`config.mk`:
```
export PLATFORM = sky130hd
export DESIGN_NAME = maxtrix_seq
export DESIGN_NICKNAME = d
export VERILOG_FILES = /design/src/rtl/maxtrix_pkg.sv /design/src/rtl/maxtrix_wdog.sv /design/src/rtl/maxtrix_seq.sv
export SDC_FILE = /design/constraint.sdc
export NUM_CORES = 1
export LEC_CHECK = 0
export ABC_AREA = 1
export BUFFER_PORTS_ARGS = -buffer_cell sky130_fd_sc_hd__buf_2
export CAP_MARGIN = 20
export CORE_AREA = 8 8 240 242
export DETAILED_ROUTE_END_ITERATION = 12
export DIE_AREA = 0 0 248 250
export PLACE_DENSITY = 0.45
export SLEW_MARGIN = 15
export SYNTH_ARGS = -nofsm -noshare
export SYNTH_HDL_FRONTEND = slang
export SYNTH_SLANG_ARGS = --single-unit
```
`constraint.sdc`:
```
create_clock -name clk -period 2.3 [get_ports clk]
set_input_delay 0.46 -clock clk [delete_from_list [all_inputs] [get_ports clk]]
set_output_delay 0.46 -clock clk [all_outputs]
set_load 0.005 [all_outputs]
```
`src/rtl/maxtrix_pkg.sv`:
```
// Shared types and constants for the maxtrix sequencer: FSM states, error
// codes, coefficient packing order and default widths.
package maxtrix_pkg;

    localparam int DEF_W  = 32;
    localparam int DEF_EW = 5;
    localparam int DEF_NW = 8;

    typedef enum logic [2:0] {
        IDLE,
        SET,
        START,
        WAIT,
        NEXT,
        RESP
    } state_e;

    localparam logic [1:0] ERR_OK      = 2'b00;
    localparam logic [1:0] ERR_TIMEOUT = 2'b01;
    localparam logic [1:0] ERR_NOCFG   = 2'b10;

    // Coefficients are packed MSB-first in this index order.
    localparam int NCOEF   = 9;
    localparam int IDX_E12 = 0;
    localparam int IDX_E13 = 1;
    localparam int IDX_E14 = 2;
    localparam int IDX_E21 = 3;
    localparam int IDX_E23 = 4;
    localparam int IDX_E24 = 5;
    localparam int IDX_E31 = 6;
    localparam int IDX_E32 = 7;
    localparam int IDX_E34 = 8;

    function automatic int coef_lsb(input int idx, input int ew);
        return (NCOEF - 1 - idx) * ew;
    endfunction

endpackage

```
`src/rtl/maxtrix_wdog.sv`:
```
// Saturating WAIT-cycle counter; expired flags the last allowed cycle of a step.
module maxtrix_wdog #(
    parameter int TO_CYCLES = 64
) (
    input  logic clk,
    input  logic rst,
    input  logic clr,
    input  logic en,
    output logic expired
);

    localparam int            CW    = (TO_CYCLES > 1) ? $clog2(TO_CYCLES) : 1;
    localparam logic [CW-1:0] LIMIT = CW'(TO_CYCLES - 1);

    logic [CW-1:0] cnt_q, cnt_d;

    always_comb begin
        cnt_d = cnt_q;
        if (clr) begin
            cnt_d = '0;
        end else if (en && (cnt_q != LIMIT)) begin
            cnt_d = cnt_q + CW'(1);
        end
    end

    always_ff @(posedge clk) begin
        if (rst) begin
            cnt_q <= '0;
        end else begin
            cnt_q <= cnt_d;
        end
    end

    assign expired = (cnt_q == LIMIT);

endmodule

```
`src/rtl/maxtrix_seq.sv`:
```
// Sequencer for the maxtrix datapath: loads coefficients, iterates the
// transition matrix N times with feedback, and returns the final vector.
module maxtrix_seq
    import maxtrix_pkg::*;
#(
    parameter int W         = DEF_W,
    parameter int EW        = DEF_EW,
    parameter int NW        = DEF_NW,
    parameter int TO_CYCLES = 64
) (
    input  logic              clk,
    input  logic              rst,
    input  logic              cfg_valid,
    output logic              cfg_ready,
    input  logic [9*EW-1:0]   cfg_coef,
    input  logic              run_valid,
    output logic              run_ready,
    input  logic [NW-1:0]     run_iters,
    input  logic [4*W-1:0]    run_x,
    output logic              res_valid,
    input  logic              res_ready,
    output logic [4*W-1:0]    res_x,
    output logic [NW-1:0]     res_iters,
    output logic [1:0]        res_err,
    output logic              mx_set,
    output logic              mx_start,
    output logic [9*EW-1:0]   mx_coef,
    output logic [4*W-1:0]    mx_x,
    input  logic              mx_done,
    input  logic [4*W-1:0]    mx_xn
);

    state_e          state_q, state_d;
    logic [9*EW-1:0] coef_q, coef_d;
    logic            coef_ok_q, coef_ok_d;
    logic [4*W-1:0]  vec_q, vec_d;
    logic [NW-1:0]   remain_q, remain_d;
    logic [NW-1:0]   done_cnt_q, done_cnt_d;
    logic [1:0]      err_q, err_d;
    logic            mx_set_q, mx_set_d;
    logic            mx_start_q, mx_start_d;
    logic            res_valid_q, res_valid_d;
    logic            wd_clr, wd_en, wd_expired;

    maxtrix_wdog #(
        .TO_CYCLES(TO_CYCLES)
    ) u_wdog (
        .clk    (clk),
        .rst    (rst),
        .clr    (wd_clr),
        .en     (wd_en),
        .expired(wd_expired)
    );

    always_comb begin
        state_d    = state_q;
        coef_d     = coef_q;
        coef_ok_d  = coef_ok_q;
        vec_d      = vec_q;
        remain_d   = remain_q;
        done_cnt_d = done_cnt_q;
        err_d      = err_q;
        wd_clr     = 1'b0;
        wd_en      = 1'b0;
        cfg_ready  = 1'b0;
        run_ready  = 1'b0;

        case (state_q)
            IDLE: begin
                // A configuration offered together with a run is taken first.
                cfg_ready = 1'b1;
                run_ready = !cfg_valid;
                if (cfg_valid) begin
                    coef_d    = cfg_coef;
                    coef_ok_d = 1'b1;
                    state_d   = SET;
                end else if (run_valid) begin
                    vec_d      = run_x;
                    remain_d   = run_iters;
                    done_cnt_d = '0;
                    if (!coef_ok_q) begin
                        err_d   = ERR_NOCFG;
                        state_d = RESP;
                    end else if (run_iters == '0) begin
                        err_d   = ERR_OK;
                        state_d = RESP;
                    end else begin
                        err_d   = ERR_OK;
                        state_d = START;
                    end
                end
            end
            SET: begin
                state_d = IDLE;
            end
            START: begin
                wd_clr  = 1'b1;
                state_d = WAIT;
            end
            WAIT: begin
                if (mx_done) begin
                    state_d = NEXT;
                end else if (wd_expired) begin
                    err_d   = ERR_TIMEOUT;
                    state_d = RESP;
                end else begin
                    wd_en = 1'b1;
                end
            end
            NEXT: begin
                vec_d      = mx_xn;
                remain_d   = remain_q - NW'(1);
                done_cnt_d = done_cnt_q + NW'(1);
                state_d    = (remain_q == NW'(1)) ? RESP : START;
            end
            RESP: begin
                if (res_ready) begin
                    state_d = IDLE;
                end
            end
            default: begin
                state_d = IDLE;
            end
        endcase

        mx_set_d    = (state_d == SET);
        mx_start_d  = (state_d == START);
        res_valid_d = (state_d == RESP);
    end

    always_ff @(posedge clk) begin
        if (rst) begin
            state_q     <= IDLE;
            coef_q      <= '0;
            coef_ok_q   <= 1'b0;
            vec_q       <= '0;
            remain_q    <= '0;
            done_cnt_q  <= '0;
            err_q       <= ERR_OK;
            mx_set_q    <= 1'b0;
            mx_start_q  <= 1'b0;
            res_valid_q <= 1'b0;
        end else begin
            state_q     <= state_d;
            coef_q      <= coef_d;
            coef_ok_q   <= coef_ok_d;
            vec_q       <= vec_d;
            remain_q    <= remain_d;
            done_cnt_q  <= done_cnt_d;
            err_q       <= err_d;
            mx_set_q    <= mx_set_d;
            mx_start_q  <= mx_start_d;
            res_valid_q <= res_valid_d;
        end
    end

    assign mx_set    = mx_set_q;
    assign mx_start  = mx_start_q;
    assign mx_coef   = coef_q;
    assign mx_x      = vec_q;
    assign res_valid = res_valid_q;
    assign res_x     = vec_q;
    assign res_iters = done_cnt_q;
    assign res_err   = err_q;

endmodule

```
==> impl_metrics.json, run 1 <==
{
  "multi_input_area_um2": 3870,
  "dieArea_um2": 62000,
  "post-route-min-period_ns": 1.99,
  "power_density_nw_per_um2": 1090,
  "grt_pass1_vias": 10300,
  "core-area_um2": 53500,
  "clock_path_buffers": 3,
  "syn_inst": 1288,
  "cts_hold_buf": 0,
  "syn_to_final_growth_pct": 39.7,
  "seqCellArea_um2": 4080,
  "cts_tree": "built",
  "hold_violations": 0,
  "outcome": "finished clean",
  "r2r_start": "state_q[2]",
  "yosysWarnings": 0,
  "cp_max_fo": 5,
  "ys.flop_type": "dfxtp_1",
  "clock-sinks": 204,
  "clk_pin_slew_ns": 0.06,
  "drive_gt1_share_pct": 39.9,
  "drt-pass1-iter-count": 5,
  "crit_type": "flip-flop to output pin",
  "drcViolationCount": 0,
  "ant_nets": 0,
  "hp-class": "input port to flip-flop",
  "setup_slack_ns": 0.312,
  "antenna_found_initial": 8,
  "post-route-cell-area_um2": 13200,
  "finalNonFillerCells": 2470,
  "slew_viol_final": 0,
  "fin_crit_sh_pct": 86.4,
  "die_h_um": 250,
  "num_vias": 10400,
  "post-route-util_pct": 24.8,
  "synth_cell_types": 33,
  "reg2regPathDepth": 8,
  "grt_max_degree": 91,
  "grt_setup_unrepaired": "no",
  "cp_cell_sequence": "nor2_4 -> nand2_2 -> nor2_1 -> buf_2",
  "grt_use_total_pct": 12.6,
  "timing.fmax_mhz": 503,
  "slew_headroom_pct": 65.8,
  "reg2reg_to": "res_iters[6]",
  "synth_fp_nets": 1607,
  "min-delay-start": "cfg_coef[30]",
  "pre_cts_slack_ns": 0.397,
  "final.setup.tns_ns": 0,
  "async_reset_ff_share_pct": 0,
  "nNetsFinal": 2069,
  "syn_area_um2": 9490,
  "pin_count": 631,
  "die_w_um": 248,
  "synth_edf_count": 0,
  "synth_seq_cells": 204,
  "gp_congestion": 0.785,
  "grt_pass1_wl_mm": 62.3,
  "syn_area_per_cell_um2": 7.37,
  "ys_seq_area_share_pct": 43.0,
  "finalSetupViolCount": 0,
  "cts_setup_buffers": 0,
  "path_buf_inv": 1,
  "ir_drop_mv": 0.552,
  "routedWlPerCell_um": 17.2,
  "rows": 85,
  "power.total_mw": 14.4,
  "dp_hpwl_mm": 32.7,
  "rrSetupSlack_ns": 0.41,
  "htree_num_levels": 1,
  "routed_wl_mm": 42.4,
  "min_delay_path_depth": 3,
  "max_stage_delay_ns": 0.38,
  "initial_utilization_pct": 17.7,
  "cts_resized": 0,
  "drt_iter0_drc": 463,
  "gr-total-overflow": 0,
  "cp_top_family": "simple AND/OR/NAND/NOR gates",
  "dpl_cell_area_um2": 12400,
  "clock_insertion_delay_worst_skew_ns": 0.54,
  "cp_slowest_cell": "dfxtp_1",
  "via_per_inst": 4.23,
  "nFillCells": 6022,
  "maxCapViolCount": 0,
  "cts_inserted_buffers": 27,
  "tightest_slew_ns": 0.512,
  "leakage_nw": 6.76,
  "cp_data_arrival_time_ns": 1.53,
  "end_kind": "output pin",
  "whs_ns": 0.149,
  "crit_path_start_kind": "flip-flop",
  "portBuffers": 630,
  "skew_ns": 0.0133,
  "dp_cells": 2417,
  "root_buffer": "clkbuf_16",
  "hold_end": "mx_coef[30]",
  "cp.required_ns": 1.84
}
==> synthesized netlist by cell type, drive strengths merged (2+ instances only) <==
cell,count,area share (%)
nor2,126,5.4
a31oi,131,8.6
a21oi,18,0.95
nor3,2,0.11
dfxtp,204,43
inv,39,1.6
nand2,327,13
nand4,3,0.20
ha,4,0.53
buf,179,13
nand3,18,0.95
o21ai,187,9.9
o21bai,2,0.16
xor2,2,0.18
clkbuf,38,1.5
==> worst max path at each step <==
stage | from | to | slack [ns] | cells past startpoint
2_1_floorplan | state_q[1] | mx_coef[36] | 0.92 | 9
3_3_place_gp | cfg_valid | res_iters[6] | 0.39 | 8
3_5_place_dp | state_q[2] | res_iters[6] | 0.40 | 8
4_1_cts | state_q[0] | run_ready | 0.25 | 4
5_1_grt | state_q[0] | run_ready | 0.20 | 4
6_report | state_q[0] | run_ready | 0.31 | 4
==> placed cells by master, fill, tap and decap left out, types with 3 or more instances in the layout <==
master     count
nor2_4         3
buf_2        630
clkbuf_1       8
o21ai_1       63
o21ai_0      122
a31oi_1      131
nor2_1       120
nand3_1       18
clkbuf_8       5
nand4_1        3
inv_1         35
buf_4          9
buf_12        11
clkbuf_16     27
nand2_1      325
dfxtp_1      204
diode_2        5
ha_1           4
clkinv_2       6
a21oi_1       18
==> report_power, final <==
part	internal (mW)	total (mW)	switching (mW)
Sequential	4.56	5.38	0.823
Combinational	2.20	5.13	2.93
Clock	2.31	3.93	1.62
==> routing by layer <==
| layer | vias up | track usage, % | routed length [um] |
|---|---|---|---|
| met3 | 46 | 4.42 | 4350 |
| li1 | 5106 | - | - |
| met5 | - | 0 | 40 |
| met4 | 6 | 2.23 | 705 |
| met2 | 447 | 22.5 | 20700 |
| met1 | 4833 | 14.3 | 16600 |
==> logic make-up after synthesis <==
family	synth area share (%)
fa+ha+maj	0.528
compound gates	20.0
simple gates	19.8
xor+xnor	0.277
flops	43.0
buf+inv	16.3
==> registers in the layout, indices dropped and copies added, names as in the netlist <==
name          cells
state_q           3
u_wdog.cnt_q      6
res_iters         8
res_err           2
mx_start          1
res_valid         1
coef_ok_q         1
mx_x            128
remain_q          8
mx_coef          45
mx_set            1
==> worst register-to-register path: stages, from the launching register on <==
cell and delay [ns]:
dfxtp_1 0.50, inv_2 0.09, nand2_2 0.12, nor2_4 0.07, inv_4 0.38, nand2_1 0.26
nor2_1 0.18, xnor2_1 0.13, nor2_1 0.06
==> area by class of cell <==
class | instances | share of cell area, %
diodes | 5 | 0.0944
clock buffers | 40 | 5.85
clock inverters | 8 | 0.359
inverters | 39 | 1.14
multi-input cells | 828 | 29.2
flip-flops and latches | 204 | 30.8
well taps | 696 | 6.57
repair buffers | 650 | 26.0
Power figures use the tool's default switching activity.
==> run 2, diff against run 1 <==
--- a/config.mk
+++ b/config.mk
@@ -8,9 +8,9 @@
 export ABC_AREA = 1
 export BUFFER_PORTS_ARGS = -buffer_cell sky130_fd_sc_hd__buf_2
 export CAP_MARGIN = 20
-export CORE_AREA = 8 8 240 242
+export CORE_AREA = 8 8 237 239
 export DETAILED_ROUTE_END_ITERATION = 12
-export DIE_AREA = 0 0 248 250
+export DIE_AREA = 0 0 245 247
 export PLACE_DENSITY = 0.45
 export SLEW_MARGIN = 15
 export SYNTH_ARGS = -nofsm -noshare
==> constraint.sdc (replaced) <==
create_clock -name clk -period 2.17 [get_ports clk]
set_input_delay 0.434 -clock clk [delete_from_list [all_inputs] [get_ports clk]]
set_output_delay 0.434 -clock clk [all_outputs]
set_load 0.005 [all_outputs]
==> run 2 against run 1 <==
  * Worst setup slack got worse by 0.075 ns
  * First-iteration DRC count decreased by 17%
  * Worst hold slack got worse by 0.029 ns
  * Sequential power increased by 5.9%
  * Die area decreased by 2.4%
  * Wire length increased by 2.0%
  * Cell count unchanged
  * Critical endpoint unchanged
  * Largest power group unchanged
  * Highest routed layer unchanged
==> impl_metrics.json, run 2 (synthesized netlist as in run 1, its figures left out) <==
{
  "outcome": "finished clean",
  "gr-total-overflow": 0,
  "post-route-util_pct": 25.7,
  "cp_top_family": "simple AND/OR/NAND/NOR gates",
  "dieArea_um2": 60500,
  "via_per_inst": 4.22,
  "drive_gt1_share_pct": 40.5,
  "timing.fmax_mhz": 517,
  "reg2reg_to": "mx_x[60]",
  "crit_type": "flip-flop to output pin",
  "slew_headroom_pct": 72.4,
  "cts_resized": 0,
  "ant_nets": 0,
  "layout_common_cells": "630 x buf_2, 325 x nand2_1, 204 x dfxtp_1",
  "drt_iter0_drc": 382,
  "grt_pass1_wl_mm": 64.7,
  "die_w_um": 245,
  "dp_hpwl_mm": 33.9,
  "die_h_um": 247,
  "num_vias": 10400,
  "htree_num_levels": 1,
  "leakage_nw": 6.86,
  "hp-class": "input port to flip-flop",
  "rows": 84,
  "cts_tree": "built",
  "r2r_start": "state_q[2]",
  "min_delay_path_depth": 3,
  "nNetsFinal": 2078,
  "ir_drop_mv": 0.516,
  "crit_path_start_kind": "flip-flop",
  "power_density_nw_per_um2": 1180,
  "grt_max_degree": 75,
  "slew_viol_final": 0,
  "cts_hold_buf": 0,
  "drcViolationCount": 0,
  "post-route-min-period_ns": 1.93,
  "routedWlPerCell_um": 17.5,
  "cts_setup_buffers": 0,
  "syn_to_final_growth_pct": 41.4,
  "portBuffers": 630,
  "cp_data_arrival_time_ns": 1.50,
  "drt-pass1-iter-count": 4,
  "rrSetupSlack_ns": 0.34,
  "initial_utilization_pct": 18.2,
  "gp_congestion": 0.786,
  "grt_setup_unrepaired": "no",
  "crit_path_start": "state_q[0]",
  "core-area_um2": 52200,
  "skew_ns": 0.00983,
  "cp_cell_sequence": "nor2_4 -> nand2_2 -> nor2_1 -> buf_2",
  "cp_max_fo": 5,
  "antenna_found_initial": 9,
  "pin_count": 631,
  "final.setup.tns_ns": 0,
  "path_buf_inv": 1,
  "clock-sinks": 204,
  "clk_pin_slew_ns": 0.06,
  "grt_use_total_pct": 13.2,
  "root_buffer": "clkbuf_16",
  "whs_ns": 0.120,
  "cp.required_ns": 1.74,
  "cp.depth": 4,
  "fin_crit_sh_pct": 89.1,
  "nFillCells": 5862,
  "reg2regPathDepth": 8,
  "finalSetupViolCount": 0,
  "grt_pass1_vias": 10500,
  "max_stage_delay_ns": 0.39,
  "clock_insertion_delay_worst_skew_ns": 0.54,
  "routed_wl_mm": 43.2,
  "clock_path_buffers": 3,
  "cts_inserted_buffers": 26,
  "cp_slowest_cell": "dfxtp_1",
  "largest_reg_flops": 128,
  "cp-endpoint": "run_ready",
  "hold_violations": 0,
  "tightest_slew_ns": 0.415,
  "power.total_mw": 15.8,
  "layout.cells.most_common": "buf_2",
  "maxCapViolCount": 0,
  "end_kind": "output pin"
}
-- run 2: metrics by stage --
stage	worst slack [ns]	area (um2)	cells
after global placement	0.417	12500	2419
after detailed placement	0.347	12500	2419
after CTS	0.176	13400	2467
after global routing	0.115	13400	2468
after floorplan	0.788	9490	1288
final	0.237	13400	2470
-- run 2: worst min-delay path, stage by stage --
cell and delay (ns):
buf_2 0.07, nor2_1 0.03, nor2_1 0.08
-- run 2: where the power goes --
group | switching, mW | total (mW) | internal (mW)
Clock | 1.76 | 4.52 | 2.76
Combinational | 3.13 | 5.57 | 2.44
Sequential | 0.869 | 5.70 | 4.83
Total | 5.76 | 15.8 | 10.0
-- run 2: metal layers --
layer | global-route usage [%] | share of wire, %
met5 | 0 | 0.072
met4 | 3.31 | 2.2
met3 | 5.02 | 9.5
met2 | 23.5 | 50
met1 | 14.8 | 38
-- run 2: how the worst min path moves through the flow --
| stage | startpoint | endpoint | slack [ns] |
|---|---|---|---|
| after global placement | remain_q[7] | remain_q[7] | 0.45 |
| after floorplan | remain_q[7] | remain_q[7] | 0.44 |
| after CTS | cfg_coef[16] | mx_coef[16] | 0.08 |
| after global routing | cfg_coef[1] | mx_coef[1] | 0.09 |
| after detailed placement | res_err[1] | res_err[1] | 0.45 |
| final | cfg_coef[0] | mx_coef[0] | 0.12 |
-- run 2: final cells by class --
type	count	area [um2]	area share, %
sequential	204	4080	30.4
multi-input combinational	828	3870	28.8
antenna	3	7.51	0.0560
timing repair buffer	660	3550	26.5
inverter	39	151	1.13
tap	688	861	6.42
clock buffer	34	742	5.53
clock inverter	14	149	1.11
